$ cat src/rtl/i2c_cmd_sequencer_if.sv
// Command/response bundle between an upstream requester and the i2c command
// sequencer.
//   cmd_*  : requester offers a register-access command (valid/ready).
//   rsp_*  : sequencer returns the outcome of the oldest command (valid/ready).
// Modports:
//   master : the requester side (drives commands, consumes responses).
//   slave  : the sequencer side (accepts commands, produces responses).
interface i2c_cmd_sequencer_if;
  logic       cmd_valid;
  logic       cmd_ready;
  logic [6:0] cmd_slave_addr;
  logic       cmd_rw;
  logic [7:0] cmd_reg_addr;
  logic [7:0] cmd_wdata;
  logic       rsp_valid;
  logic       rsp_ready;
  logic       rsp_rw;
  logic [7:0] rsp_rdata;
  logic       rsp_timeout;

  modport master (
    output cmd_valid, cmd_slave_addr, cmd_rw, cmd_reg_addr, cmd_wdata,
    input  cmd_ready,
    input  rsp_valid, rsp_rw, rsp_rdata, rsp_timeout,
    output rsp_ready
  );

  modport slave (
    input  cmd_valid, cmd_slave_addr, cmd_rw, cmd_reg_addr, cmd_wdata,
    output cmd_ready,
    output rsp_valid, rsp_rw, rsp_rdata, rsp_timeout,
    input  rsp_ready
  );
endinterface

$ cat src/rtl/i2c_cmd_sequencer.sv
// Front-end for an i2c master: queues register-access commands, launches them
// one at a time with a single-cycle en_start pulse, detects completion by a
// run of quiet (high) scl cycles, and reports read data / timeout status.
// Ports:
//   clk, rst        : clock, asynchronous active-high reset
//   bus (slave)     : cmd_* command push, rsp_* response pop
//   busy            : a command is in flight or queued
//   fifo_level      : command FIFO occupancy
//   m_en_start      : one-cycle start pulse to the master
//   m_slave_addr, m_read_write, m_reg_addr, m_wdata : operands held for the master
//   m_scl, m_rdata  : master clock line and read data, observed for completion
module i2c_cmd_sequencer #(
  parameter int FIFO_DEPTH   = 4,
  parameter int QUIET_CYCLES = 4,
  parameter int TIMEOUT      = 1023
) (
  input  logic                          clk,
  input  logic                          rst,
  i2c_cmd_sequencer_if.slave            bus,
  output logic                          busy,
  output logic [$clog2(FIFO_DEPTH):0]   fifo_level,
  output logic                          m_en_start,
  output logic [6:0]                    m_slave_addr,
  output logic                          m_read_write,
  output logic [7:0]                    m_reg_addr,
  output logic [7:0]                    m_wdata,
  input  logic                          m_scl,
  input  logic [7:0]                    m_rdata
);

  localparam int PTR_W = $clog2(FIFO_DEPTH);
  localparam int LVL_W = PTR_W + 1;
  localparam int CNT_W = $clog2(TIMEOUT + 1);
  localparam int QW    = $clog2(QUIET_CYCLES + 1);

  localparam logic [LVL_W-1:0] LVL_FULL    = LVL_W'(FIFO_DEPTH);
  localparam logic [LVL_W-1:0] LVL_EMPTY   = {LVL_W{1'b0}};
  localparam logic [CNT_W-1:0] CNT_LIMIT   = CNT_W'(TIMEOUT);
  localparam logic [CNT_W-1:0] CNT_ZERO    = {CNT_W{1'b0}};
  localparam logic [QW-1:0]    QUIET_LIMIT = QW'(QUIET_CYCLES);
  localparam logic [QW-1:0]    QUIET_ZERO  = {QW{1'b0}};

  localparam logic [2:0] IDLE      = 3'd0;
  localparam logic [2:0] START     = 3'd1;
  localparam logic [2:0] WAIT_ACT  = 3'd2;
  localparam logic [2:0] WAIT_DONE = 3'd3;
  localparam logic [2:0] RESP      = 3'd4;

  typedef struct packed {
    logic [6:0] slave_addr;
    logic       rw;
    logic [7:0] reg_addr;
    logic [7:0] wdata;
  } cmd_t;

  localparam cmd_t CMD_ZERO = cmd_t'(24'd0);

  cmd_t             fifo_mem_r [FIFO_DEPTH];
  cmd_t             cmd_in_s;
  cmd_t             op_r;
  logic [PTR_W-1:0] wr_ptr_r;
  logic [PTR_W-1:0] rd_ptr_r;
  logic [LVL_W-1:0] level_r;
  logic [LVL_W-1:0] level_next_s;
  logic             push_s;
  logic             pop_s;

  logic [2:0]       state_r;
  logic [2:0]       state_next_s;
  logic [CNT_W-1:0] cnt_r;
  logic [CNT_W-1:0] cnt_next_s;
  logic [CNT_W-1:0] cnt_inc_s;
  logic [QW-1:0]    quiet_r;
  logic [QW-1:0]    quiet_next_s;
  logic [QW-1:0]    quiet_inc_s;
  logic             en_start_r;
  logic             en_start_next_s;

  logic             cmd_ready_r;
  logic             busy_r;
  logic             rsp_valid_r;
  logic             rsp_valid_next_s;
  logic             rsp_rw_r;
  logic             rsp_rw_next_s;
  logic [7:0]       rsp_rdata_r;
  logic [7:0]       rsp_rdata_next_s;
  logic             rsp_timeout_r;
  logic             rsp_timeout_next_s;

  assign cmd_in_s    = {bus.cmd_slave_addr, bus.cmd_rw, bus.cmd_reg_addr, bus.cmd_wdata};
  assign push_s      = bus.cmd_valid && cmd_ready_r;
  assign cnt_inc_s   = cnt_r + CNT_W'(1);
  assign quiet_inc_s = quiet_r + QW'(1);

  // FIFO occupancy after this cycle's push/pop
  always_comb begin
    level_next_s = level_r;
    case ({push_s, pop_s})
      2'b10:   level_next_s = level_r + LVL_W'(1);
      2'b01:   level_next_s = level_r - LVL_W'(1);
      default: level_next_s = level_r;
    endcase
  end

  // Sequencer next-state, counters and response fields
  always_comb begin
    state_next_s       = state_r;
    cnt_next_s         = cnt_r;
    quiet_next_s       = quiet_r;
    en_start_next_s    = 1'b0;
    pop_s              = 1'b0;
    rsp_valid_next_s   = rsp_valid_r;
    rsp_rw_next_s      = rsp_rw_r;
    rsp_rdata_next_s   = rsp_rdata_r;
    rsp_timeout_next_s = rsp_timeout_r;
    case (state_r)
      IDLE: begin
        if ((level_r != LVL_EMPTY) && !rsp_valid_r) begin
          pop_s        = 1'b1;
          state_next_s = START;
        end else begin
          state_next_s = IDLE;
        end
      end
      // Operands settle for one cycle, then en_start pulses for one cycle.
      START: begin
        if (!en_start_r) begin
          en_start_next_s = 1'b1;
          state_next_s    = START;
        end else begin
          cnt_next_s   = CNT_ZERO;
          state_next_s = WAIT_ACT;
        end
      end
      WAIT_ACT: begin
        cnt_next_s = cnt_inc_s;
        if (cnt_inc_s == CNT_LIMIT) begin
          state_next_s       = RESP;
          rsp_valid_next_s   = 1'b1;
          rsp_rw_next_s      = op_r.rw;
          rsp_rdata_next_s   = 8'h00;
          rsp_timeout_next_s = 1'b1;
        end else if (!m_scl) begin
          quiet_next_s = QUIET_ZERO;
          state_next_s = WAIT_DONE;
        end else begin
          state_next_s = WAIT_ACT;
        end
      end
      // Short scl-high gaps (repeated start) never reach the quiet limit.
      WAIT_DONE: begin
        cnt_next_s = cnt_inc_s;
        if (m_scl) begin
          quiet_next_s = quiet_inc_s;
        end else begin
          quiet_next_s = QUIET_ZERO;
        end
        if (cnt_inc_s == CNT_LIMIT) begin
          state_next_s       = RESP;
          rsp_valid_next_s   = 1'b1;
          rsp_rw_next_s      = op_r.rw;
          rsp_rdata_next_s   = 8'h00;
          rsp_timeout_next_s = 1'b1;
        end else if (quiet_next_s == QUIET_LIMIT) begin
          state_next_s       = RESP;
          rsp_valid_next_s   = 1'b1;
          rsp_rw_next_s      = op_r.rw;
          rsp_rdata_next_s   = op_r.rw ? m_rdata : 8'h00;
          rsp_timeout_next_s = 1'b0;
        end else begin
          state_next_s = WAIT_DONE;
        end
      end
      RESP: begin
        if (bus.rsp_ready) begin
          rsp_valid_next_s = 1'b0;
          state_next_s     = IDLE;
        end else begin
          state_next_s = RESP;
        end
      end
      default: begin
        rsp_valid_next_s = 1'b0;
        state_next_s     = IDLE;
      end
    endcase
  end

  // Command FIFO storage and pointers
  always_ff @(posedge clk or posedge rst) begin
    if (rst) begin
      for (int i = 0; i < FIFO_DEPTH; i++) begin
        fifo_mem_r[i] <= CMD_ZERO;
      end
      wr_ptr_r <= {PTR_W{1'b0}};
      rd_ptr_r <= {PTR_W{1'b0}};
      level_r  <= LVL_EMPTY;
    end else begin
      if (push_s) begin
        fifo_mem_r[wr_ptr_r] <= cmd_in_s;
        wr_ptr_r             <= wr_ptr_r + PTR_W'(1);
      end
      if (pop_s) begin
        rd_ptr_r <= rd_ptr_r + PTR_W'(1);
      end
      level_r <= level_next_s;
    end
  end

  // FSM state, counters, operand holding and registered status outputs
  always_ff @(posedge clk or posedge rst) begin
    if (rst) begin
      state_r       <= IDLE;
      cnt_r         <= CNT_ZERO;
      quiet_r       <= QUIET_ZERO;
      en_start_r    <= 1'b0;
      op_r          <= CMD_ZERO;
      cmd_ready_r   <= 1'b1;
      busy_r        <= 1'b0;
      rsp_valid_r   <= 1'b0;
      rsp_rw_r      <= 1'b0;
      rsp_rdata_r   <= 8'h00;
      rsp_timeout_r <= 1'b0;
    end else begin
      state_r       <= state_next_s;
      cnt_r         <= cnt_next_s;
      quiet_r       <= quiet_next_s;
      en_start_r    <= en_start_next_s;
      if (pop_s) begin
        op_r <= fifo_mem_r[rd_ptr_r];
      end
      cmd_ready_r   <= (level_next_s != LVL_FULL);
      busy_r        <= (state_next_s != IDLE) || (level_next_s != LVL_EMPTY);
      rsp_valid_r   <= rsp_valid_next_s;
      rsp_rw_r      <= rsp_rw_next_s;
      rsp_rdata_r   <= rsp_rdata_next_s;
      rsp_timeout_r <= rsp_timeout_next_s;
    end
  end

  assign bus.cmd_ready   = cmd_ready_r;
  assign bus.rsp_valid   = rsp_valid_r;
  assign bus.rsp_rw      = rsp_rw_r;
  assign bus.rsp_rdata   = rsp_rdata_r;
  assign bus.rsp_timeout = rsp_timeout_r;
  assign busy            = busy_r;
  assign fifo_level      = level_r;
  assign m_en_start      = en_start_r;
  assign m_slave_addr    = op_r.slave_addr;
  assign m_read_write    = op_r.rw;
  assign m_reg_addr      = op_r.reg_addr;
  assign m_wdata         = op_r.wdata;

endmodule

$ cat src/flat_wrapper.sv
// flat-port wrapper written by rule: the top's interface ports become plain ports
module i2c_cmd_sequencer_flat 
#(
  parameter int FIFO_DEPTH   = 4,
  parameter int QUIET_CYCLES = 4,
  parameter int TIMEOUT      = 1023
)
  (clk, rst, busy, fifo_level, m_en_start, m_slave_addr, m_read_write, m_reg_addr, m_wdata, m_scl, m_rdata, bus_cmd_valid, bus_cmd_slave_addr, bus_cmd_rw, bus_cmd_reg_addr, bus_cmd_wdata, bus_cmd_ready, bus_rsp_valid, bus_rsp_rw, bus_rsp_rdata, bus_rsp_timeout, bus_rsp_ready);
  i2c_cmd_sequencer_if bus_i ();
  input  logic clk;
  input  logic rst;
  output logic busy;
  output logic [$clog2(FIFO_DEPTH):0] fifo_level;
  output logic m_en_start;
  output logic [6:0] m_slave_addr;
  output logic m_read_write;
  output logic [7:0] m_reg_addr;
  output logic [7:0] m_wdata;
  input  logic m_scl;
  input  logic [7:0] m_rdata;
  input wire logic [$bits(bus_i.cmd_valid)-1:0] bus_cmd_valid;
  input wire logic [$bits(bus_i.cmd_slave_addr)-1:0] bus_cmd_slave_addr;
  input wire logic [$bits(bus_i.cmd_rw)-1:0] bus_cmd_rw;
  input wire logic [$bits(bus_i.cmd_reg_addr)-1:0] bus_cmd_reg_addr;
  input wire logic [$bits(bus_i.cmd_wdata)-1:0] bus_cmd_wdata;
  output wire logic [$bits(bus_i.cmd_ready)-1:0] bus_cmd_ready;
  output wire logic [$bits(bus_i.rsp_valid)-1:0] bus_rsp_valid;
  output wire logic [$bits(bus_i.rsp_rw)-1:0] bus_rsp_rw;
  output wire logic [$bits(bus_i.rsp_rdata)-1:0] bus_rsp_rdata;
  output wire logic [$bits(bus_i.rsp_timeout)-1:0] bus_rsp_timeout;
  input wire logic [$bits(bus_i.rsp_ready)-1:0] bus_rsp_ready;
  assign bus_i.cmd_valid = bus_cmd_valid;
  assign bus_i.cmd_slave_addr = bus_cmd_slave_addr;
  assign bus_i.cmd_rw = bus_cmd_rw;
  assign bus_i.cmd_reg_addr = bus_cmd_reg_addr;
  assign bus_i.cmd_wdata = bus_cmd_wdata;
  assign bus_cmd_ready = bus_i.cmd_ready;
  assign bus_rsp_valid = bus_i.rsp_valid;
  assign bus_rsp_rw = bus_i.rsp_rw;
  assign bus_rsp_rdata = bus_i.rsp_rdata;
  assign bus_rsp_timeout = bus_i.rsp_timeout;
  assign bus_i.rsp_ready = bus_rsp_ready;
  i2c_cmd_sequencer #(.FIFO_DEPTH(FIFO_DEPTH), .QUIET_CYCLES(QUIET_CYCLES), .TIMEOUT(TIMEOUT)) u_core (.clk(clk), .rst(rst), .bus(bus_i), .busy(busy), .fifo_level(fifo_level), .m_en_start(m_en_start), .m_slave_addr(m_slave_addr), .m_read_write(m_read_write), .m_reg_addr(m_reg_addr), .m_wdata(m_wdata), .m_scl(m_scl), .m_rdata(m_rdata));
endmodule
$ cat config.mk
export PLATFORM = sky130hd
export DESIGN_NAME = i2c_cmd_sequencer_flat
export DESIGN_NICKNAME = d
export VERILOG_FILES = /design/src/rtl/i2c_cmd_sequencer_if.sv /design/src/rtl/i2c_cmd_sequencer.sv /design/src/flat_wrapper.sv
export SDC_FILE = /design/constraint.sdc
export NUM_CORES = 1
export LEC_CHECK = 0
export ABC_AREA = 1
export CELL_PAD_IN_SITES_DETAIL_PLACEMENT = 1
export CELL_PAD_IN_SITES_GLOBAL_PLACEMENT = 2
export CORE_MARGIN = 2
export CORE_UTILIZATION = 32
export CTS_BUF_LIST = sky130_fd_sc_hd__clkbuf_8
export DETAILED_ROUTE_END_ITERATION = 10
export PLACE_DENSITY = 0.89
export SLEW_MARGIN = 30
export SYNTH_ARGS = -nofsm -noshare
export SYNTH_HDL_FRONTEND = slang
export SYNTH_SLANG_ARGS = --single-unit
$ cat constraint.sdc
create_clock -name clk -period 6 [get_ports clk]
set_input_delay 1.5 -clock clk [delete_from_list [all_inputs] [get_ports clk]]
set_output_delay 1.5 -clock clk [all_outputs]
set_load 0.02 [all_outputs]
# After elaboration in Yosys (flattened, before gate mapping)

Index checks and enable logic that the tools add are counted.

Add/sub/neg operators: 6
$mul: 0
Div/mod/pow operators: 0
Order comparisons: 3
Equal/unequal tests: 15
Shift-type cells: 0
Multiplexer cells: 43
Bitwise gates (word level): 3
Reduce and logical (&&, ||, !) cells: 17

Operator list:

| cell                                                  | number |
|---|---|
| bitwise mux 96 bit                                    | 1 |
| 2-to-1 mux 24 bit                                     | 3 |
| binary-select mux 24 bit (select 2 bit)               | 1 |
| demux 24 bit (select 2 bit)                           | 1 |
| 2-to-1 mux 8 bit                                      | 4 |
| 2-to-1 mux 3 bit                                      | 8 |
| one-hot mux 10 bit (2 select lines)                   | 1 |
| one-hot mux 8 bit (2 select lines)                    | 1 |
| 2-to-1 mux 1 bit                                      | 15 |
| one-hot mux 3 bit (5 select lines)                    | 1 |
| one-hot mux 3 bit (2 select lines)                    | 2 |
| adder 10 x 1 -> 10 bit, second input constant         | 1 |
| equality test 10 bit, second input constant           | 1 |
| 2-to-1 mux 10 bit                                     | 1 |
| nonzero test 3 bit                                    | 3 |
| adder 3 x 1 -> 3 bit, second input constant           | 2 |
| equality test 3 x 2 -> 1 bit, second input constant   | 2 |
| equality test 3 bit, second input constant            | 2 |
| >= comparator 3 bit, second input constant            | 2 |
| inequality test 2 bit, second input constant          | 3 |
| inverter 2 -> 3 bit                                   | 2 |
| AND reduction 3 bit                                   | 2 |
| adder 2 x 1 -> 2 bit, second input constant           | 2 |
| inequality test 2 x 1 -> 1 bit, second input constant | 2 |
| other kinds (19)                                      | 24 |

Register bits after elaboration: 157
Latch bits: 0
Memory bits (writable): 0
Bits in read-only memories: 0
Input port bits: 37
Output and inout bits: 41
Logic and storage cells: 120
Memories kept: 0

# Depth between registers and ports, before layout

Gate-level depths: netlist of the first run.

Word-level depth: 9
Depth in mapped cells: 15
Depth with buffers taken out: 15

# Worst setup path after synthesis of the first run

OpenSTA, ideal clock, no wires.

Path kind: in2reg
Start point: in bus_cmd_valid
End point: reg u_core.busy_r, in the netlist u_core.busy
Setup time: 117 ps
Data arrival time: 2788 ps
Required time: 5883 ps
Slack: 3095 ps
Stages: 11
Path buffers: 0
Path through: nand2_1 ha_1 inv_1 fa_1 a21oi_1 o21ai_0 xor2_1 inv_1 nand2_1 nor2_2 nand2_1

Longest elaborated chain between the ends: 5
Elaborated cells between the ends (all ways): 6
Those cells by class: eq/ne: 2; mux: 1; reduce/logical: 3

RTL lines:

| item                                                                       | line                     | source |
|---|---|---|
| start: declaration                                                         | flat_wrapper.sv:21       | `input wire logic [$bits(bus_i.cmd_valid)-1:0] bus_cmd_valid;` |
| logical AND 1 bit *                                                        | i2c_cmd_sequencer.sv:91  | `assign push_s = bus.cmd_valid && cmd_ready_r;` |
| equality test 2 x 1 -> 1 bit / equality test 2 bit (equally long branches) | i2c_cmd_sequencer.sv:98  | `case ({push_s, pop_s})` |
| one-hot mux 3 bit (2 select lines) *                                       | i2c_cmd_sequencer.sv:98  |  |
| net u_core.level_next_s[2]                                                 | i2c_cmd_sequencer.sv:64  | `logic [LVL_W-1:0] level_next_s;` |
| nonzero test 3 bit *                                                       | i2c_cmd_sequencer.sv:233 | `busy_r <= (state_next_s != IDLE) \|\| (level_next_s != LVL_EMPTY);` |
| logical OR 1 bit *                                                         | i2c_cmd_sequencer.sv:233 |  |
| end signal: assignment                                                     | i2c_cmd_sequencer.sv:233 |  |
| end: declaration                                                           | i2c_cmd_sequencer.sv:80  | `logic busy_r;` |

Mark *: on every way through the listed nets, which the timed path passes. The rest lies on a longest branch.
A chain may end at the register's enable or synchronous reset.

# Final worst setup path of the first run

Start point: reg u_core.op_r, in the netlist u_core.m_read_write
End point: out m_read_write

RTL lines:

| item                     | line                     | source |
|---|---|---|
| start: declaration       | i2c_cmd_sequencer.sv:60  | `cmd_t op_r;` |
| start signal: assignment | i2c_cmd_sequencer.sv:230 | `op_r <= fifo_mem_r[rd_ptr_r];` |
| end: declaration         | flat_wrapper.sv:16       | `output logic m_read_write;` |

No word-level cell between the ends.

==> results of run 1 <==
power by group through the flow:
stage	Combinational (mW)	Sequential (mW)	Clock (mW)
2_1_floorplan	1.11	1.88	0
3_3_place_gp	1.71	1.85	0
3_5_place_dp	1.77	1.87	0
4_1_cts	1.78	1.85	0.814
5_1_grt	2.02	1.92	0.851
6_report	1.74	1.85	0.784
cells in the final DEF (no fill, tap or decap), types with 2 or more instances in the layout:
master           Yosys  routed
inv_2                1       2
nand3_1             13      13
dfrtp_1            156     155
nor2_1             135     135
buf_4                0       5
a21oi_1              3       3
xor2_1               4       4
ha_1                 8       8
o21ai_2             10      10
clkinv_2             0       2
nor3_1               2       2
inv_6                0       4
clkdlybuf4s50_1      0      77
nand3_2              2       2
inv_1               59      57
clkbuf_8             0      18
nand2_1            161     157
nand4_1              9       9
nand2_4              1       3
nand2_2              4       6
nor2_2               5       5
inv_8                0       3
o21ai_0            159     159
a31oi_1             23      23
o22ai_1              6       6
clkinvlp_4           0       5
state kept, by name, indices dropped and copies added (netlist names), 2 cells and up:
register	cells
u_core.bus.rsp_rdata	8
u_core.cnt_r	10
u_core.fifo_level	3
u_core.fifo_mem_r	96
u_core.m_reg_addr	8
u_core.m_slave_addr	7
u_core.m_wdata	8
u_core.quiet_r	3
u_core.rd_ptr_r	2
u_core.state_r	3
u_core.wr_ptr_r	2
layer usage:
| layer | part of all wire | vias up |
|---|---|---|
| met5 | 0 | - |
| li1 | - | 2747 |
| met4 | 0.015 | 0 |
| met3 | 0.029 | 18 |
| met1 | 0.48 | 2732 |
| met2 | 0.48 | 79 |
through the flow:
stage	power, mW	hold slack (ns)	utilization	area, um2	instances
3_5_place_dp	3.64	0.468	0.375	7930	1123
3_3_place_gp	3.56	0.459	0.375	7930	1123
2_1_floorplan	2.99	0.448	-	6960	812
5_1_grt	4.79	0.503	0.393	8320	1155
6_report	4.37	0.486	0.393	8320	1155
4_1_cts	4.44	0.489	0.393	8310	1155
cell families (layout without fill, tap and decap cells):
kind of cell | Yosys count | after routing | share of synthesized area
xor gates and xnor gates | 5 | 5 | 0.00629
and+or+nand+nor | 334 | 334 | 0.195
AOI/OAI and AO/OA | 201 | 201 | 0.155
DFF | 157 | 157 | 0.565
buffers and inverters | 106 | 174 | 0.0613
adders and majority gates | 9 | 9 | 0.0173
area by class of cell:
class	count	area, um2
clock buffer	18	248
clock inverter	14	135
fill	2502	12800
inverter	60	233
multi-input combinational	549	2620
sequential	157	3930
tap	275	344
timing repair buffer	82	808
worst paths after layout:
check | from | end | slack, ns | cells after the start
setup / recovery | u_core.m_read_write | m_read_write | 2.84 | 1
min in group asynchronous | rst | u_core.m_slave_addr[2] | 1.59 | 2
max in group asynchronous | rst | u_core.bus.cmd_ready | 3.51 | 3
setup reg to reg | u_core.state_r[1] | u_core.busy | 3.54 | 13
hold / removal | u_core.fifo_mem_r[48] | u_core.fifo_mem_r[48] | 0.49 | 2
hold reg to reg | u_core.fifo_mem_r[48] | u_core.fifo_mem_r[48] | 0.49 | 2
==> results.json, run 1 <==
{
  "status": "finished clean",
  "synth.avg_cell_area_um2": 8.57,
  "yosys_warnings": 0,
  "post-synth-top-count-cell": "nand2_1",
  "required_ns": 4.50,
  "ys_ff_latch": 157,
  "clkPwrFrac": 0.179,
  "netlist.area_leader.share": 0.561,
  "dieArea_um2": 22900,
  "critPathLaunchType": "flip-flop",
  "cts_root_buffer": "clkbuf_8",
  "synth_top_area_cell": "dfrtp_1",
  "intPower_mw": 2.53,
  "drtIter0Drc": 305,
  "synth_area_um2": 6960,
  "grt_pass1_wl_um": 29700,
  "ys_async_sr_fraction": 1.00,
  "met3_usage": 0.0278,
  "cap_violations": 0,
  "dr.pass1.iters": 4,
  "fmax_ghz": 0.316,
  "critPathCaptureType": "primary output",
  "dp.final_hpwl_um": 10900,
  "synth_commonest_cells": "161 x nand2_1, 159 x o21ai_0, 156 x dfrtp_1",
  "n_antenna_cell": 0,
  "slew_headroom": 0.387,
  "gp_congestion": 0.748,
  "start_util": 0.329,
  "cts_max_level": 4,
  "setup_viol": 0,
  "drcViolationCount": 0,
  "p_per_area_nw_per_um2": 525,
  "post_cts_resized": 0,
  "p_sw_frac": 0.421,
  "cts_sinks": 157,
  "insertion_delay_ns": 0.47,
  "period_share": 0.527,
  "top_usage_layer": "met2",
  "p_leak_nw": 3.77,
  "drive_above_1_share": 0.0784,
  "p_seq_frac": 0.423,
  "grt_max_degree": 108,
  "path_cells": "clkdlybuf4s50_1",
  "core_um2": 21200,
  "post-cts-setup-buffers": 0,
  "use_met1": 0.216,
  "clk_pin_slew_ns": 0.09,
  "rsz0062_at_grt": "no",
  "worst_pin_slew_ns": 0.917,
  "io_pins": 78,
  "routedWlPerCell_um": 15.2,
  "via_per_inst": 4.83,
  "std_cell_rows": 53,
  "numCtsBuffers": 17,
  "critPathKind": "reg -> out",
  "cpMaxStageDelayCell": "clkdlybuf4s50_1",
  "die_x_um": 151,
  "final_hold_viol_count": 0,
  "gr-usage-met2": 0.281,
  "cts_tree": "yes",
  "worstPathArrival_ns": 1.66,
  "ys_seq_area_frac": 0.565,
  "holdBufCountCts": 0,
  "synth_ff_type": "dfrtp_1",
  "syn_to_final_growth_pct": 19.6,
  "wirelength_um": 17600,
  "grt_usage": 0.166,
  "worst-path-max-fanout": 10,
  "cp_slowest_stage_delay_ns": 0.67,
  "netSwitchingPower_mw": 1.84,
  "syn_nets": 858,
  "fin_crit_ns": 3.16,
  "antenna_found_initial": 0,
  "cp_top_family": "buffers and inverters",
  "die_y_um": 151,
  "synth_cells": 812,
  "final.setup_skew_ns": 0.0132,
  "p_comb_frac": 0.398,
  "synth.area.top_cells": "dfrtp_1 56%, o21ai_0 11%, nand2_1 8.7%",
  "ant_nets": 0,
  "cts_max_path_buffers": 2,
  "post-place-ws_ns": 2.53,
  "slew_violations": 0,
  "io_buffers": 77,
  "synth_edf_count": 0,
  "grt-ovfl-total": 0,
  "fin_nets": 913,
  "yosys.cell_types.count": 28,
  "cp_num_buf_inv": 1,
  "num_vias": 5576,
  "grt_pass1_vias": 5917,
  "tns_ns": 0,
  "min_path_type": "reg -> reg",
  "worst_slack_ns": 2.84,
  "peakVddDrop_v": 0.000171
}
(Power assumes the default switching activity.)
==> run 2: changes to the inputs <==
==> constraint.sdc (replaced) <==
create_clock -name clk -period 2.64 [get_ports clk]
set_input_delay 0.66 -clock clk [delete_from_list [all_inputs] [get_ports clk]]
set_output_delay 0.66 -clock clk [all_outputs]
set_load 0.02 [all_outputs]
==> run 2 against run 1 <==
Routed wire length about the same. Via count up 0.63%. Clock skew up 0.0024 ns. First-iteration DRC count down 29%. Total power up 130%. Highest routed layer unchanged. Critical path type is now reg -> reg. Largest power group is now combinational cells. Core utilization up 0.65 points. Setup slack worse by 2.6 ns.
==> results.json, run 2 (synthesis results as in run 1) <==
{
  "status": "finished clean",
  "num_vias": 5611,
  "regMostFlops": "u_core.fifo_mem_r",
  "drtIter0Drc": 218,
  "final_hold_viol_count": 0,
  "insertion_delay_ns": 0.46,
  "reg2reg_depth": 13,
  "layout_common_cells": "159 x o21ai_0, 157 x nand2_1, 155 x dfrtp_1, 134 x nor2_1, 77 x clkdlybuf4s50_1",
  "grt_pass1_wl_um": 30000,
  "drive_above_1_share": 0.0907,
  "grt-ovfl-total": 0,
  "layout_commonest_cell": "o21ai_0",
  "start_util": 0.329,
  "min_from": "u_core.fifo_mem_r[7]",
  "fmax_ghz": 0.420,
  "peakVddDrop_v": 0.000575,
  "largest_reg_flops": 96,
  "required_ns": 3.00,
  "r2r-start": "u_core.state_r[1]",
  "post-place-ws_ns": 0.0534,
  "worst_slack_ns": 0.259,
  "gp_congestion": 0.739,
  "period_share": 0.902,
  "fin_crit_ns": 2.38,
  "dr.pass1.iters": 4,
  "n_antenna_cell": 0,
  "hold_depth": 2,
  "die_y_um": 151,
  "dieArea_um2": 22900,
  "design_area_um2": 8460,
  "fin_cells": 1168,
  "cts_sinks": 157,
  "post-cts-setup-buffers": 0,
  "slew_headroom": 0.607,
  "tns_ns": 0,
  "worst-path-max-fanout": 4,
  "core_um2": 21200,
  "cts_max_path_buffers": 2,
  "via_per_inst": 4.80,
  "routedWlPerCell_um": 15.0,
  "cap_violations": 0,
  "wirelength_um": 17600,
  "holdBufCountCts": 0,
  "io_pins": 78,
  "dp.final_hpwl_um": 11200,
  "antenna_found_initial": 0,
  "min_path_type": "reg -> reg",
  "numCtsBuffers": 17,
  "grt_usage": 0.166,
  "dpl-instance-area_um2": 8070,
  "p_leak_nw": 3.85,
  "critPathCaptureType": "flip-flop",
  "critPathKind": "reg -> reg",
  "ant_nets": 0,
  "drcViolationCount": 0,
  "io_buffers": 77,
  "fillers": 2498,
  "worstPathArrival_ns": 2.74,
  "syn_to_final_growth_pct": 21.6,
  "worstSetupStartpoint": "u_core.state_r[1]",
  "grt_max_degree": 61,
  "setup_viol": 0,
  "grt_pass1_vias": 6067,
  "cts_root_buffer": "clkbuf_8",
  "fin_nets": 926,
  "cts_tree": "yes",
  "dpl.cell_count": 1136,
  "cts_max_level": 4,
  "clk_pin_slew_ns": 0.09,
  "rsz0062_at_grt": "no",
  "regArea_um2": 3930,
  "p_per_area_nw_per_um2": 1190,
  "worst_pin_slew_ns": 0.589,
  "multi_input_area_um2": 2610,
  "critPathLaunchType": "flip-flop",
  "largest_registers": "u_core.fifo_mem_r: 96 flops, u_core.cnt_r: 10 flops",
  "final.setup_skew_ns": 0.0156,
  "die_x_um": 151,
  "slew_violations": 0,
  "post_cts_resized": 0,
  "std_cell_rows": 53
}
[run 2: worst max-delay path, cell delays in order, from the launching register on]
cell,delay [ns]
dfrtp_1,0.43
nor2_2,0.14
inv_1,0.08
nor4_4,0.27
ha_1,0.19
inv_1,0.07
fa_1,0.38
a21oi_1,0.15
o21ai_0,0.12
xor2_1,0.18
inv_1,0.07
nand2_1,0.06
nor2_2,0.11
nand2_1,0.05
[run 2: power by group]
group / internal (mW) / switching (mW) / leakage, nW / total [mW]
clock network: 0.827 / 0.938 / 0.197 / 1.77
logic: 1.61 / 2.60 / 1.69 / 4.21
registers: 3.45 / 0.609 / 1.95 / 4.06
total: 5.89 / 4.15 / 3.85 / 10.0
[run 2: layer usage]
layer  global-route usage  part of all wire  up-vias
li1                     -                 -     2763
met1                0.220              0.49     2756
met2                0.278              0.47       74
met3               0.0302             0.029       18
met4               0.0519             0.013        0
met5                    0                 0        -
[run 2: through the flow]
step / total power, mW / utilization / hold WS (ns)
after global placement: 8.21 / 0.382 / 0.459
after floorplan: 6.80 / - / 0.448
after detailed placement: 8.39 / 0.382 / 0.465
after global routing: 11.0 / 0.400 / 0.509
after CTS: 10.2 / 0.400 / 0.488
final: 10.0 / 0.400 / 0.482
[run 2: worst paths after layout]
| kind | slack, ns | to |
|---|---|---|
| worst max-delay path | 0.26 | u_core.busy |
| worst min-delay path | 0.48 | u_core.fifo_mem_r[7] |
| worst max register to register | 0.26 | u_core.busy |
| worst min register to register | 0.48 | u_core.fifo_mem_r[7] |
| max in group asynchronous | 1.37 | u_core.m_reg_addr[3] |
| min in group asynchronous | 0.60 | u_core.cnt_r[4] |
[run 2: cell type report]
cell class,count,share of cell area
Clock inverter,12,0.0132
Sequential cell,157,0.465
Clock buffer,20,0.0325
Timing Repair Buffer,95,0.113
Tap cell,275,0.0407
Inverter,60,0.0271
Multi-Input combinational cell,549,0.309
==> run 3: changes to the inputs <==
--- a/config.mk
+++ b/config.mk
@@ -6,6 +6,8 @@
 export NUM_CORES = 1
 export LEC_CHECK = 0
 export ABC_AREA = 1
+export ABC_CLOCK_PERIOD_IN_PS = 2640
+export CAP_MARGIN = 10
 export CELL_PAD_IN_SITES_DETAIL_PLACEMENT = 1
 export CELL_PAD_IN_SITES_GLOBAL_PLACEMENT = 2
 export CORE_MARGIN = 2
==> results of run 3 <==
Same layout as run 2: the final DEF is identical, and so are final timing and power.
